File: src/rtl/text_fetch_pkg.sv
// Shared types and default geometry for the text pixel fetcher: FSM state
// encoding and the tagged beat carried through the output FIFO.
package text_fetch_pkg;

  localparam int TEXT_WIDTH  = 16;
  localparam int TEXT_HEIGHT = 4;
  localparam int CHAR_HEIGHT = 16;

  localparam int DEF_FETCH_LATENCY = 4;
  localparam int DEF_FIFO_DEPTH    = 4;

  localparam int COL_W  = $clog2(TEXT_WIDTH);
  localparam int PROW_W = $clog2(CHAR_HEIGHT);
  localparam int TROW_W = $clog2(TEXT_HEIGHT);
  localparam int WAIT_W = 4;

  typedef enum logic [1:0] {
    FS_IDLE    = 2'd0,
    FS_ISSUE   = 2'd1,
    FS_WAIT    = 2'd2,
    FS_CAPTURE = 2'd3
  } fetch_state_t;

  typedef struct packed {
    logic [7:0]        char_code;
    logic [7:0]        pixels;
    logic [COL_W-1:0]  col;
    logic [PROW_W-1:0] pixel_row;
    logic [TROW_W-1:0] text_row;
    logic              last;
  } fetch_beat_t;

endpackage

File: src/rtl/text_fetch_fifo.sv
// Synchronous FIFO of fetch beats with a combinational head and an occupancy
// count. DEPTH must be a power of two, at least 2.
module text_fetch_fifo
  import text_fetch_pkg::*;
#(
  parameter int DEPTH = DEF_FIFO_DEPTH
) (
  input  logic                   clk,
  input  logic                   reset,
  input  logic                   push_i,
  input  fetch_beat_t            push_data_i,
  input  logic                   pop_i,
  output fetch_beat_t            head_o,
  output logic [$clog2(DEPTH):0] count_o
);

  localparam int PTR_W = $clog2(DEPTH);
  localparam int CNT_W = PTR_W + 1;

  fetch_beat_t      mem_q [DEPTH];
  logic [PTR_W-1:0] wr_ptr_q;
  logic [PTR_W-1:0] rd_ptr_q;
  logic [CNT_W-1:0] count_q;
  logic             do_push;
  logic             do_pop;

  // A pop frees a slot in the same cycle, so a push at full is accepted with it.
  assign do_pop  = pop_i && (count_q != '0);
  assign do_push = push_i && ((count_q != CNT_W'(DEPTH)) || do_pop);

  always_ff @(posedge clk) begin
    if (reset) begin
      wr_ptr_q <= '0;
      rd_ptr_q <= '0;
      count_q  <= '0;
      for (int i = 0; i < DEPTH; i++) begin
        mem_q[i] <= '0;
      end
    end else begin
      if (do_push) begin
        mem_q[wr_ptr_q] <= push_data_i;
        wr_ptr_q        <= wr_ptr_q + 1'b1;
      end
      if (do_pop) begin
        rd_ptr_q <= rd_ptr_q + 1'b1;
      end
      case ({do_push, do_pop})
        2'b10:   count_q <= count_q + 1'b1;
        2'b01:   count_q <= count_q - 1'b1;
        default: count_q <= count_q;
      endcase
    end
  end

  assign head_o  = mem_q[rd_ptr_q];
  assign count_o = count_q;

endmodule

File: src/rtl/text_pixel_fetcher.sv
// Fetches one frame of bytes from the text pixel generator via its toggle
// handshake, tags each with coordinates and queues it. TEXT_FETCH_AUTO_REPEAT_EN loops frames.
module text_pixel_fetcher
  import text_fetch_pkg::*;
#(
  parameter int FETCH_LATENCY = DEF_FETCH_LATENCY,
  parameter int FIFO_DEPTH    = DEF_FIFO_DEPTH
) (
  input  logic              clk,
  input  logic              reset,
  input  logic              frame_start,
  output logic              frame_busy,
  output logic              frame_done,
  output logic              toggle_restart,
  output logic              toggle_next,
  input  logic [7:0]        cur_char,
  input  logic [7:0]        cur_pixels,
  output logic              out_valid,
  input  logic              out_ready,
  output logic [7:0]        out_char,
  output logic [7:0]        out_pixels,
  output logic [COL_W-1:0]  out_col,
  output logic [PROW_W-1:0] out_pixel_row,
  output logic [TROW_W-1:0] out_text_row,
  output logic              out_last,
  output logic [1:0]        dbg_state
);

  localparam int CNT_W = $clog2(FIFO_DEPTH) + 1;

  fetch_state_t      state_q, state_d;
  logic              first_q, first_d;
  logic [WAIT_W-1:0] wait_q, wait_d;
  logic [COL_W-1:0]  col_q, col_d;
  logic [PROW_W-1:0] prow_q, prow_d;
  logic [TROW_W-1:0] trow_q, trow_d;
  logic              tog_restart_q, tog_restart_d;
  logic              tog_next_q, tog_next_d;

  logic              col_max;
  logic              prow_max;
  logic              trow_max;
  logic              is_last;
  logic              push;
  fetch_beat_t       push_beat;
  fetch_beat_t       head;
  logic [CNT_W-1:0]  fifo_count;

  assign col_max  = (col_q == COL_W'(TEXT_WIDTH - 1));
  assign prow_max = (prow_q == PROW_W'(CHAR_HEIGHT - 1));
  assign trow_max = (trow_q == TROW_W'(TEXT_HEIGHT - 1));
  assign is_last  = col_max && prow_max && trow_max;

  always_comb begin
    state_d       = state_q;
    first_d       = first_q;
    wait_d        = wait_q;
    col_d         = col_q;
    prow_d        = prow_q;
    trow_d        = trow_q;
    tog_restart_d = tog_restart_q;
    tog_next_d    = tog_next_q;
    push          = 1'b0;
    case (state_q)
      FS_IDLE: begin
        if (frame_start) begin
          first_d = 1'b1;
          col_d   = '0;
          prow_d  = '0;
          trow_d  = '0;
          state_d = FS_ISSUE;
        end
      end
      FS_ISSUE: begin
        // Only issue when the resulting capture is sure to find a free slot.
        if (fifo_count < CNT_W'(FIFO_DEPTH)) begin
          if (first_q) tog_restart_d = ~tog_restart_q;
          else         tog_next_d    = ~tog_next_q;
          wait_d  = WAIT_W'(FETCH_LATENCY - 1);
          state_d = FS_WAIT;
        end
      end
      FS_WAIT: begin
        if (wait_q == '0) state_d = FS_CAPTURE;
        else              wait_d  = wait_q - 1'b1;
      end
      FS_CAPTURE: begin
        push = 1'b1;
        if (col_max) begin
          col_d = '0;
          if (prow_max) begin
            prow_d = '0;
            trow_d = trow_max ? '0 : trow_q + 1'b1;
          end else begin
            prow_d = prow_q + 1'b1;
          end
        end else begin
          col_d = col_q + 1'b1;
        end
        if (is_last) begin
`ifdef TEXT_FETCH_AUTO_REPEAT_EN
          first_d = 1'b1;
          state_d = FS_ISSUE;
`else
          state_d = FS_IDLE;
`endif
        end else begin
          first_d = 1'b0;
          state_d = FS_ISSUE;
        end
      end
      default: state_d = FS_IDLE;
    endcase
  end

  always_ff @(posedge clk) begin
    if (reset) begin
      state_q       <= FS_IDLE;
      first_q       <= 1'b0;
      wait_q        <= '0;
      col_q         <= '0;
      prow_q        <= '0;
      trow_q        <= '0;
      tog_restart_q <= 1'b0;
      tog_next_q    <= 1'b0;
    end else begin
      state_q       <= state_d;
      first_q       <= first_d;
      wait_q        <= wait_d;
      col_q         <= col_d;
      prow_q        <= prow_d;
      trow_q        <= trow_d;
      tog_restart_q <= tog_restart_d;
      tog_next_q    <= tog_next_d;
    end
  end

  always_comb begin
    push_beat           = '0;
    push_beat.char_code = cur_char;
    push_beat.pixels    = cur_pixels;
    push_beat.col       = col_q;
    push_beat.pixel_row = prow_q;
    push_beat.text_row  = trow_q;
    push_beat.last      = is_last;
  end

  text_fetch_fifo #(
    .DEPTH(FIFO_DEPTH)
  ) u_fifo (
    .clk        (clk),
    .reset      (reset),
    .push_i     (push),
    .push_data_i(push_beat),
    .pop_i      (out_ready),
    .head_o     (head),
    .count_o    (fifo_count)
  );

  assign out_valid      = (fifo_count != '0);
  assign out_char       = head.char_code;
  assign out_pixels     = head.pixels;
  assign out_col        = head.col;
  assign out_pixel_row  = head.pixel_row;
  assign out_text_row   = head.text_row;
  assign out_last       = head.last;

  assign frame_busy     = (state_q != FS_IDLE);
  assign frame_done     = (state_q == FS_CAPTURE) && is_last;
  assign toggle_restart = tog_restart_q;
  assign toggle_next    = tog_next_q;
  assign dbg_state      = state_q;

endmodule

File: config.mk
export PLATFORM = sky130hd
export DESIGN_NAME = text_pixel_fetcher
export DESIGN_NICKNAME = d
export VERILOG_FILES = /design/src/rtl/text_fetch_pkg.sv /design/src/rtl/text_fetch_fifo.sv /design/src/rtl/text_pixel_fetcher.sv
export SDC_FILE = /design/constraint.sdc
export NUM_CORES = 1
export LEC_CHECK = 0
export CAP_MARGIN = 40
export CORE_UTILIZATION = 58
export DETAILED_ROUTE_END_ITERATION = 8
export PLACE_DENSITY = 0.84
export SLEW_MARGIN = 20
export SYNTH_ARGS = -nofsm -noshare
export SYNTH_HDL_FRONTEND = slang
export SYNTH_HIERARCHICAL = 1
export SYNTH_SLANG_ARGS = --single-unit
File: constraint.sdc
create_clock -name clk -period 3.9 [get_ports clk]
set_input_delay 0.975 -clock clk [delete_from_list [all_inputs] [get_ports clk]]
set_output_delay 0.975 -clock clk [all_outputs]
set_load 0.03 [all_outputs]
# Word-level counts from Yosys, hierarchy flattened
# Memories as Yosys holds them, arrays and structs flattened. A register that Yosys moved wholly into a read port is not among the register bits.
# Index checks and enable logic that the tools add are counted.
# totals
ff_bits	26
ram_bits	108
output_inout_bits	34
n_memories	1
# mem_list
name	depth	word_bits	read_ports	rd_ports_with_merged_regs	wr	line_no	source
u_fifo.mem_q	4	27	1	1	4	text_fetch_fifo.sv:20	fetch_beat_t mem_q [DEPTH];
# op_classes
n_addsub	8
order_cmp	1
n_eq_ne	16
mux	34
n_bitwise	3
reduce_logical	22
# ops
operator	n
$mux W27	1
$reduce_or A27 Y1	1
$mux W4	6
$pmux W4 S2	3
$mux W2	10
$reduce_and A3 Y1	6
$ne A2 B2 Y1 const B	7
$mux W1	10
$add A4 B1 Y4 const B	2
$eq A2 B2 Y1 const B	4
$eq A4 B4 Y1 const B	2
$pmux W2 S4	1
$reduce_bool A2 Y1	4
$add A2 B1 Y2 const B	3
$pmux W3 S2	1
$logic_and A1 B1 Y1	5
$eq A2 B1 Y1 const B	2
$logic_not A4 Y1	1
$pmux W2 S2	1
$reduce_and A4 Y1	1
$sub A4 B1 Y4 const B	1
$add A3 B1 Y3 const B	1
$lt A3 B3 Y1 const B	1
$ne A3 B3 Y1 const B	1
7 further kinds	9

# Longest topological paths before layout
# logic_depth
ltp_word	9
ltp_mapped	8
depth_no_buf	7

# Modules after synthesis
# Netlist, hierarchy kept.
# by_module_without_submodules
mod	n_inst	cells_per_inst	area_each_um2	seq_area_each_um2
text_fetch_fifo	1	313	5161.2	3423.3
text_pixel_fetcher	1	121	1083.5	380.4

# Worst setup path before layout
# Ideal clock, no wire load.
# synth_timing
path_kind	reg-to-reg
start	reg state_q[1] (netlist: dbg_state[1])
end	mem u_fifo/mem_q[2][0] (netlist name), enable pin
setup_ps	417
arrival_time_ps	2596
slack_ps	887
path_stages_with_launch	5
path_buffers	1
period_less_slack_ps	3013
path_cell_list	dfxtp_1 -> ha_1 -> buf_2 -> nand2_1 -> o21bai_1
# synth_lines
item	line_no	source
from (decl)	text_pixel_fetcher.sv:31	fetch_state_t state_q, state_d;
from (signal assigned)	text_pixel_fetcher.sv:127	state_q <= state_d;
to (decl)	text_fetch_fifo.sv:20	

==> impl_results.md <==
- Outcome: completed
- DIE HEIGHT: 105.8 um
- Die width: 105.8 um
- # Post-CTS Setup Buffers: 0
- Via/cell ratio: 5.822
- Pleak: approximately 2.7 nW
- Largest net degree at the start of global routing: 36
- Residual overflow from global routing: 0
- #FFs+latches synth: 136
- Setup TNS: 0 ns
- # fillers: 651
- Final slew viol count: 0
- CP Data Arrival Time: 2.56 ns
- Clock slew at reported path FFs: roughly 0.060 ns
- Pwr/cell area: 538.9 nW/um^2
- Design area: 7533 sq um
- Yosys warnings: 6
- Hold buffer count at CTS: 0
- Core ar.: 10370 sq um
- Switching share of power: 26.52%
- GRT Util Overall: roughly a quarter
- RR Endpoint: u_fifo/mem_q[0][12]
- CP max FO: 16
- CTS tree: done
- Via count: 3761
- Row count: 37
- Starting Density: between 60% and 70%
- Post-synthesis sequential area ratio: 60.91%
- Worst-Margin Slew: 0.7865 ns
- Max stage delay on crit path: between 0.6 and 0.7 ns
- Worst Setup EP: out_char[7]
- DRC errors left: 0
- CP max-delay cell: dfxtp_2
- Hold Vio Cnt, Final: 0
- H-tree depth: 4
- Yosys top cell by area: edfxtp_1
- Sw power: 0.001077 W
- Final setup vio count: 0
- Post-CTS Resized: 0
- Syn-to-layout area delta: 20.64%
- Area of the multi-input gates: 2322 sq um
- Port bufs: 53
- Post-synth EDFFs: 108
- Int Pwr: just under 0.003 W
- Hold WS: 0.4991 ns
- Combinational share of power: 19.3%
- Initial antenna violation count: 0
- Fin crit share: just over 90%
- R2R depth: 5
- DR iter-0 viols: ~180
- Synth cell types: 57
- WL final: 12.37 mm
- Async SR Flop Fraction: 0%
- Nets: 527
- Routed wire per std cell: 19.15 um
- Post-DP HPWL: roughly 7.4 mm
- Crit path buf inv count: 2
- Setup Skew: 0.007323 ns
- Worst R2R Setup Slack: 1.34 ns
- Max-Slew Margin vs Limit: between 40% and 50%
- N_diodes: 0
- RSZ-0062 raised after global routing: false
- Crit end category: output port
- Type of origin of the critical path: flop
- Max-cap viol count: 0
- Hold Path Class: flop to flop
- Tmin final: 3.534 ns
- Net count after synthesis: around 460
- Worst path required time: 2.92 ns
- Delay-heaviest family, CP: buffers and inverters
- Post-route ant nets: 0
- Cell Area, Placed: 6975 sq um
- Num CTS Buffers: 17
- Register area: 3805 sq um
- Main synth FF type: edfxtp_1
- Die area: 11190 sq um
- WHS Path Cells: 2
- Syn Std Cell Area: 6245 sq um
- Syn Area/Cell: 14.39 sq um
- Main area contributors after synthesis: edfxtp_1 (52%), mux4_2 (9.7%), and2_1 (9.1%), dfxtp_1 (9.0%), and2_4 (2.8%)
- Worst vdd ir: 342.8 uV
- Root buf cell: clkbuf_8
- Clk_lat worst skew: ~0.53 ns
- Clock sink count: 136
- Final GP Congestion: 0.7928
- Share of cells above drive strength 1: 19.22%
- Fmax: ~280 MHz
- Cells along the critical path: buf_12, mux4_2, clkdlybuf4s50_1
- First-pass GRT wire length: 19.90 mm
- Cell count after synthesis: 434
- Sequential power share: between 40% and 50%
- Reg2reg start: dbg_state[1]
- Kind of critical path: flop to output port
- Yosys top cell area share: 51.93%
- Clk pwr share: 37.5%
- Vias in the first global route: 3935
- Top-level I/O count: between 50 and 60
- Total power: 0.004060 W
- Stages on worst setup path: 3
- First drt pass iteration count: 4
- Clock buffer depth: 2
-- flip-flops by register name, indices dropped and copies added, names as in the netlist, named ones only --
register	cells
u_fifo/wr_ptr_q	2
first_q	1
dbg_state	2
u_fifo/rd_ptr_q	2
trow_q	2
prow_q	4
wait_q	4
toggle_restart	1
col_q	4
toggle_next	1
u_fifo/mem_q	108
u_fifo/count_o	3
-- how the worst min path moves through the flow --
stage | startpoint | endpoint | slack (ns)
6_report | toggle_next | toggle_next | 0.50
3_3_place_gp | toggle_next | toggle_next | 0.47
4_1_cts | toggle_next | toggle_next | 0.50
3_5_place_dp | toggle_next | toggle_next | 0.49
2_1_floorplan | wait_q[0] | wait_q[0] | 0.46
5_1_grt | wait_q[0] | wait_q[0] | 0.52
-- metrics by stage --
| step | utilization (%) | std cells | setup WS (ns) |
|---|---|---|---|
| floorplan | - | 434 | 0.8870 |
| global placement | 66.98 | 612 | -0.05669 |
| detailed placement | 67.27 | 614 | 0.5633 |
| CTS | 72.65 | 646 | 0.3014 |
| global route | 72.65 | 646 | 0.2486 |
| finish | 72.65 | 646 | 0.3657 |
-- cell families after synthesis --
| family | after synthesis | share of synthesized area, % |
|---|---|---|
| AOI/OAI and AO/OA | 38 | 4.769 |
| xor gates and xnor gates | 12 | 1.683 |
| adders and majority gates | 10 | 2.124 |
| buffers and inverters | 30 | 2.244 |
| DFF | 136 | 60.91 |
| muxes | 31 | 10.46 |
| and+or+nand+nor | 177 | 17.81 |
-- tightest hold or removal path: stages, from the launching register on --
cell	delay, ns
dfxtp_1	0.32
o21ai_0	0.07
a21oi_1	0.06
-- synthesized netlist by cell type (all sizes together), types with 3 or more instances --
master,instances
edfxtp,108
a211oi,6
and2,111
nand2,8
xnor2,4
xor2,8
nor2,20
o21ai,6
mux4,27
mux2i,3
o21bai,3
ha,9
nand2b,5
buf,8
inv,10
nor3,6
nand3,8
nor2b,3
dfxtp,28
a21oi,7
clkbuf,12
-- placed cells by master, fill, tap and decap left out, types with 2 or more instances in the layout --
cell / n
a211oi_1: 5
a21oi_1: 6
a311oi_1: 2
and2_1: 91
and2_4: 20
and3_1: 2
buf_4: 8
buf_8: 2
bufinv_16: 3
clkbuf_1: 3
clkbuf_16: 16
clkdlybuf4s50_1: 53
clkinv_1: 4
clkinv_2: 4
dfxtp_1: 27
edfxtp_1: 108
ha_1: 9
inv_1: 10
mux2i_1: 2
mux4_2: 27
nand2_1: 8
nand2b_1: 5
nand3_1: 8
nand3b_1: 2
nor2_1: 20
nor2b_1: 3
nor3_1: 5
o21ai_0: 3
o21ai_1: 3
o21bai_2: 2
o31a_1: 2
or3_1: 2
xnor2_1: 4
xor2_1: 8
-- routing by layer --
layer	wire, um	vias up	GRT usage, %
met1	5207	1908	28.75
met4	339	0	12.70
met2	6387	101	41.18
met3	436	24	5.751
met5	0	-	0
li1	-	1728	-
-- cell type report --
type                       count  share of cell area, %
tap                          136                  2.259
sequential                   136                  50.51
clock buffer                  20                  5.647
clock inverter                12                  1.761
timing repair buffer          64                  8.504
inverter                      10                 0.4983
multi-input combinational    268                  30.83
-- power by group through the flow --
stage	sequential, W	clock, W	combinational [W]
2_1_floorplan	0.00177	0	0.000529
3_3_place_gp	0.00177	0	0.000756
3_5_place_dp	0.00178	0	0.000782
4_1_cts	0.00176	0.00155	0.000788
5_1_grt	0.00177	0.00161	0.000851
6_report	0.00176	0.00152	0.000782
Power figures use the tool's default switching activity.
==> RTL edit (same settings) <==
Add a define of `TEXT_FETCH_AUTO_REPEAT_EN`.
--- a/src/rtl/text_pixel_fetcher.sv
+++ b/src/rtl/text_pixel_fetcher.sv
@@ -1,5 +1,7 @@
 // Fetches one frame of bytes from the text pixel generator via its toggle
 // handshake, tags each with coordinates and queues it. TEXT_FETCH_AUTO_REPEAT_EN loops frames.
+`define TEXT_FETCH_AUTO_REPEAT_EN
+
 module text_pixel_fetcher
   import text_fetch_pkg::*;
 #(
Check against the original RTL: no difference found for any inputs over 10 cycles, from zero or initial values and one cycle with reset high; that may be too few to reach the edited logic, so the function may still have changed.
==> RTL edit against the original RTL <==
- worst setup slack worse by 0.082 ns
- sequential cell count is the same
- routed wire length is 3.5% higher
- worst hold slack worse by 0.014 ns
- area after synthesis increased by 0.48%
- combinational power grew 30%
- power is 8.1% higher
- non-clock buffer count up 2
- cell area is 0.73% higher
- critical path type unchanged
- critical endpoint is now out_pixels[5]
- largest power group unchanged
- highest routed layer unchanged
==> RTL edit: results (changes against the original RTL) <==
stage;metric;value;unit;change
clock_tree;Worst-Skew Late Latency;0.51;ns;was 0.53 ns
sta;clk_skew;0.00619;ns;was 0.00732 ns
logic_synthesis;Post-Syn Nets;472;;was 464
critical_path;Worst Path Max Fanout;14;;was 16
hold_path;hold path depth;1;;was 2
detailed_routing;1st-iter DRT viols;277;;was 177
logic_synthesis;sequential fraction of the synthesis area;60.6;%;was 60.9%
logic_synthesis;post-synthesis mux area share;10.4;%;was 10.5%
finish;fill cell count;644;;was 651
outcome;outcome;finished, final reports clean;;unchanged
place;Inst Count DP;621;;was 614
sta;relative slew slack;47.5;%;was 47.6%
pwr;Max IR drop VDD;0.000346;V;was 0.000343 V
clock_tree;CTS buffer count;17;;unchanged
critical_path;reg2reg start;dbg_state[0];;was dbg_state[1]
global_route;pin count of the biggest net entering global routing;37;;was 36
detailed_routing;DR vias/cell;5.78;;was 5.82
finish;layout cells sized above 1;19.9;%;was 19.2%
finish;Final nets;535;;was 527
place;Post-DP HPWL;7.64;mm;was 7.39 mm
detailed_routing;wire per inst;19.6;µm;was 19.1 µm
place;Placer Congestion;0.772;;was 0.793
pwr;Leakage;2.78;nW;was 2.72 nW
global_route;vias in the first global route;4031;;was 3935
pwr;combinational power share;23.2;%;was 19.3%
pwr;P_int;3.12;mW;was 2.98 mW
critical_path;cell family with most CP delay;buffers and inverters;;unchanged
critical_path;terminus of the critical flop-to-flop path;u_fifo/mem_q[0][16];;was u_fifo/mem_q[0][12]
logic_synthesis;synth cell count leaders;edfxtp_1 (108), and2_1 (89), dfxtp_1 (28);;was edfxtp_1 (108), and2_1 (91), dfxtp_1 (28)
logic_synthesis;XOR/XNOR Fraction of Synth Area;1.12;%;was 1.68%
critical_path;Reg2Reg Setup Slack;1.45;ns;was 1.34 ns
global_route;Total GRT Usage;25.1;%;was 24.3%
hold_path;min-delay src;wait_q[1];;was toggle_next
pwr;PwrDens;578;nW/µm²;was 539 nW/µm²
logic_synthesis;post-synthesis compound-gate area fraction;4.57;%;was 4.77%
critical_path;WP data arrival;2.64;ns;was 2.56 ns
logic_synthesis;syn avg cell area;14.2;µm²;was 14.4 µm²
logic_synthesis;Synth Area in Adders;2.31;%;was 2.12%
critical_path;crit-path max cell delay;0.68;ns;was 0.63 ns
detailed_routing;Vias;3775;;was 3761
logic_synthesis;top post-synthesis cells by area;edfxtp_1 (52%), mux4_2 (9.7%), dfxtp_1 (8.9%);;was edfxtp_1 (52%), mux4_2 (9.7%), and2_1 (9.1%)
global_route;first-pass GRT wire length;20.9;mm;was 19.9 mm
hold_path;hold endpoint;wait_q[1];;was toggle_next
[RTL edit: changes by cell type after synthesis, sizes merged, moves of 3 or more]
cell and change:
nand3 +7, nand2 +5, nor3 -5, a31oi +4
a211oi -3, o21ai -3
[RTL edit: metrics by stage]
step / setup WS, ns / hold WS, ns / instance area (µm²)
global placement: 0.0535 / 0.469 / 6970
finish: 0.284 / 0.485 / 7590
floorplan: 0.937 / 0.456 / 6270
detailed placement: 0.673 / 0.472 / 7000
CTS: 0.214 / 0.486 / 7590
global route: 0.141 / 0.512 / 7590
[RTL edit: logic make-up (layout without fill, tap and decap cells)]
group	count (synthesis)	count (layout)
DFF	136	136
muxes	31	31
and+or+nand+nor	186	186
buffers and inverters	32	108
adders and majority gates	11	11
xor gates and xnor gates	8	8
AOI/OAI and AO/OA	37	37
[RTL edit: layout make-up]
type	instances	area (µm²)	area share, %
clock buffer	19	422	5.56
clock inverter	13	171	2.26
inverter	10	37.5	0.495
multi-input combinational	273	2340	30.8
sequential	136	3800	50.1
tap	136	170	2.24
timing repair buffer	66	643	8.47
[RTL edit: worst max path at each step]
stage | startpoint | endpoint | slack (ns) | cells after the start
after floorplan | out_ready | u_fifo/mem_q[2][0] | 0.94 | 3
after detailed placement | out_ready | u_fifo/mem_q[0][15] | 0.67 | 5
after CTS | register | out_text_row[0] | 0.21 | 3
after global placement | out_ready | u_fifo/mem_q[1][11] | 0.05 | 5
after global routing | register | out_char[2] | 0.14 | 3
final | register | out_pixels[5] | 0.28 | 3
[RTL edit: layer usage]
| metal | global-route usage, % | share of wire, % | up-vias |
|---|---|---|---|
| li1 | - | - | 1747 |
| met1 | 29.8 | 39 | 1883 |
| met2 | 44.4 | 54 | 124 |
| met3 | 6.01 | 5.0 | 21 |
| met4 | 9.23 | 1.8 | 0 |
| met5 | 0 | 0 | - |
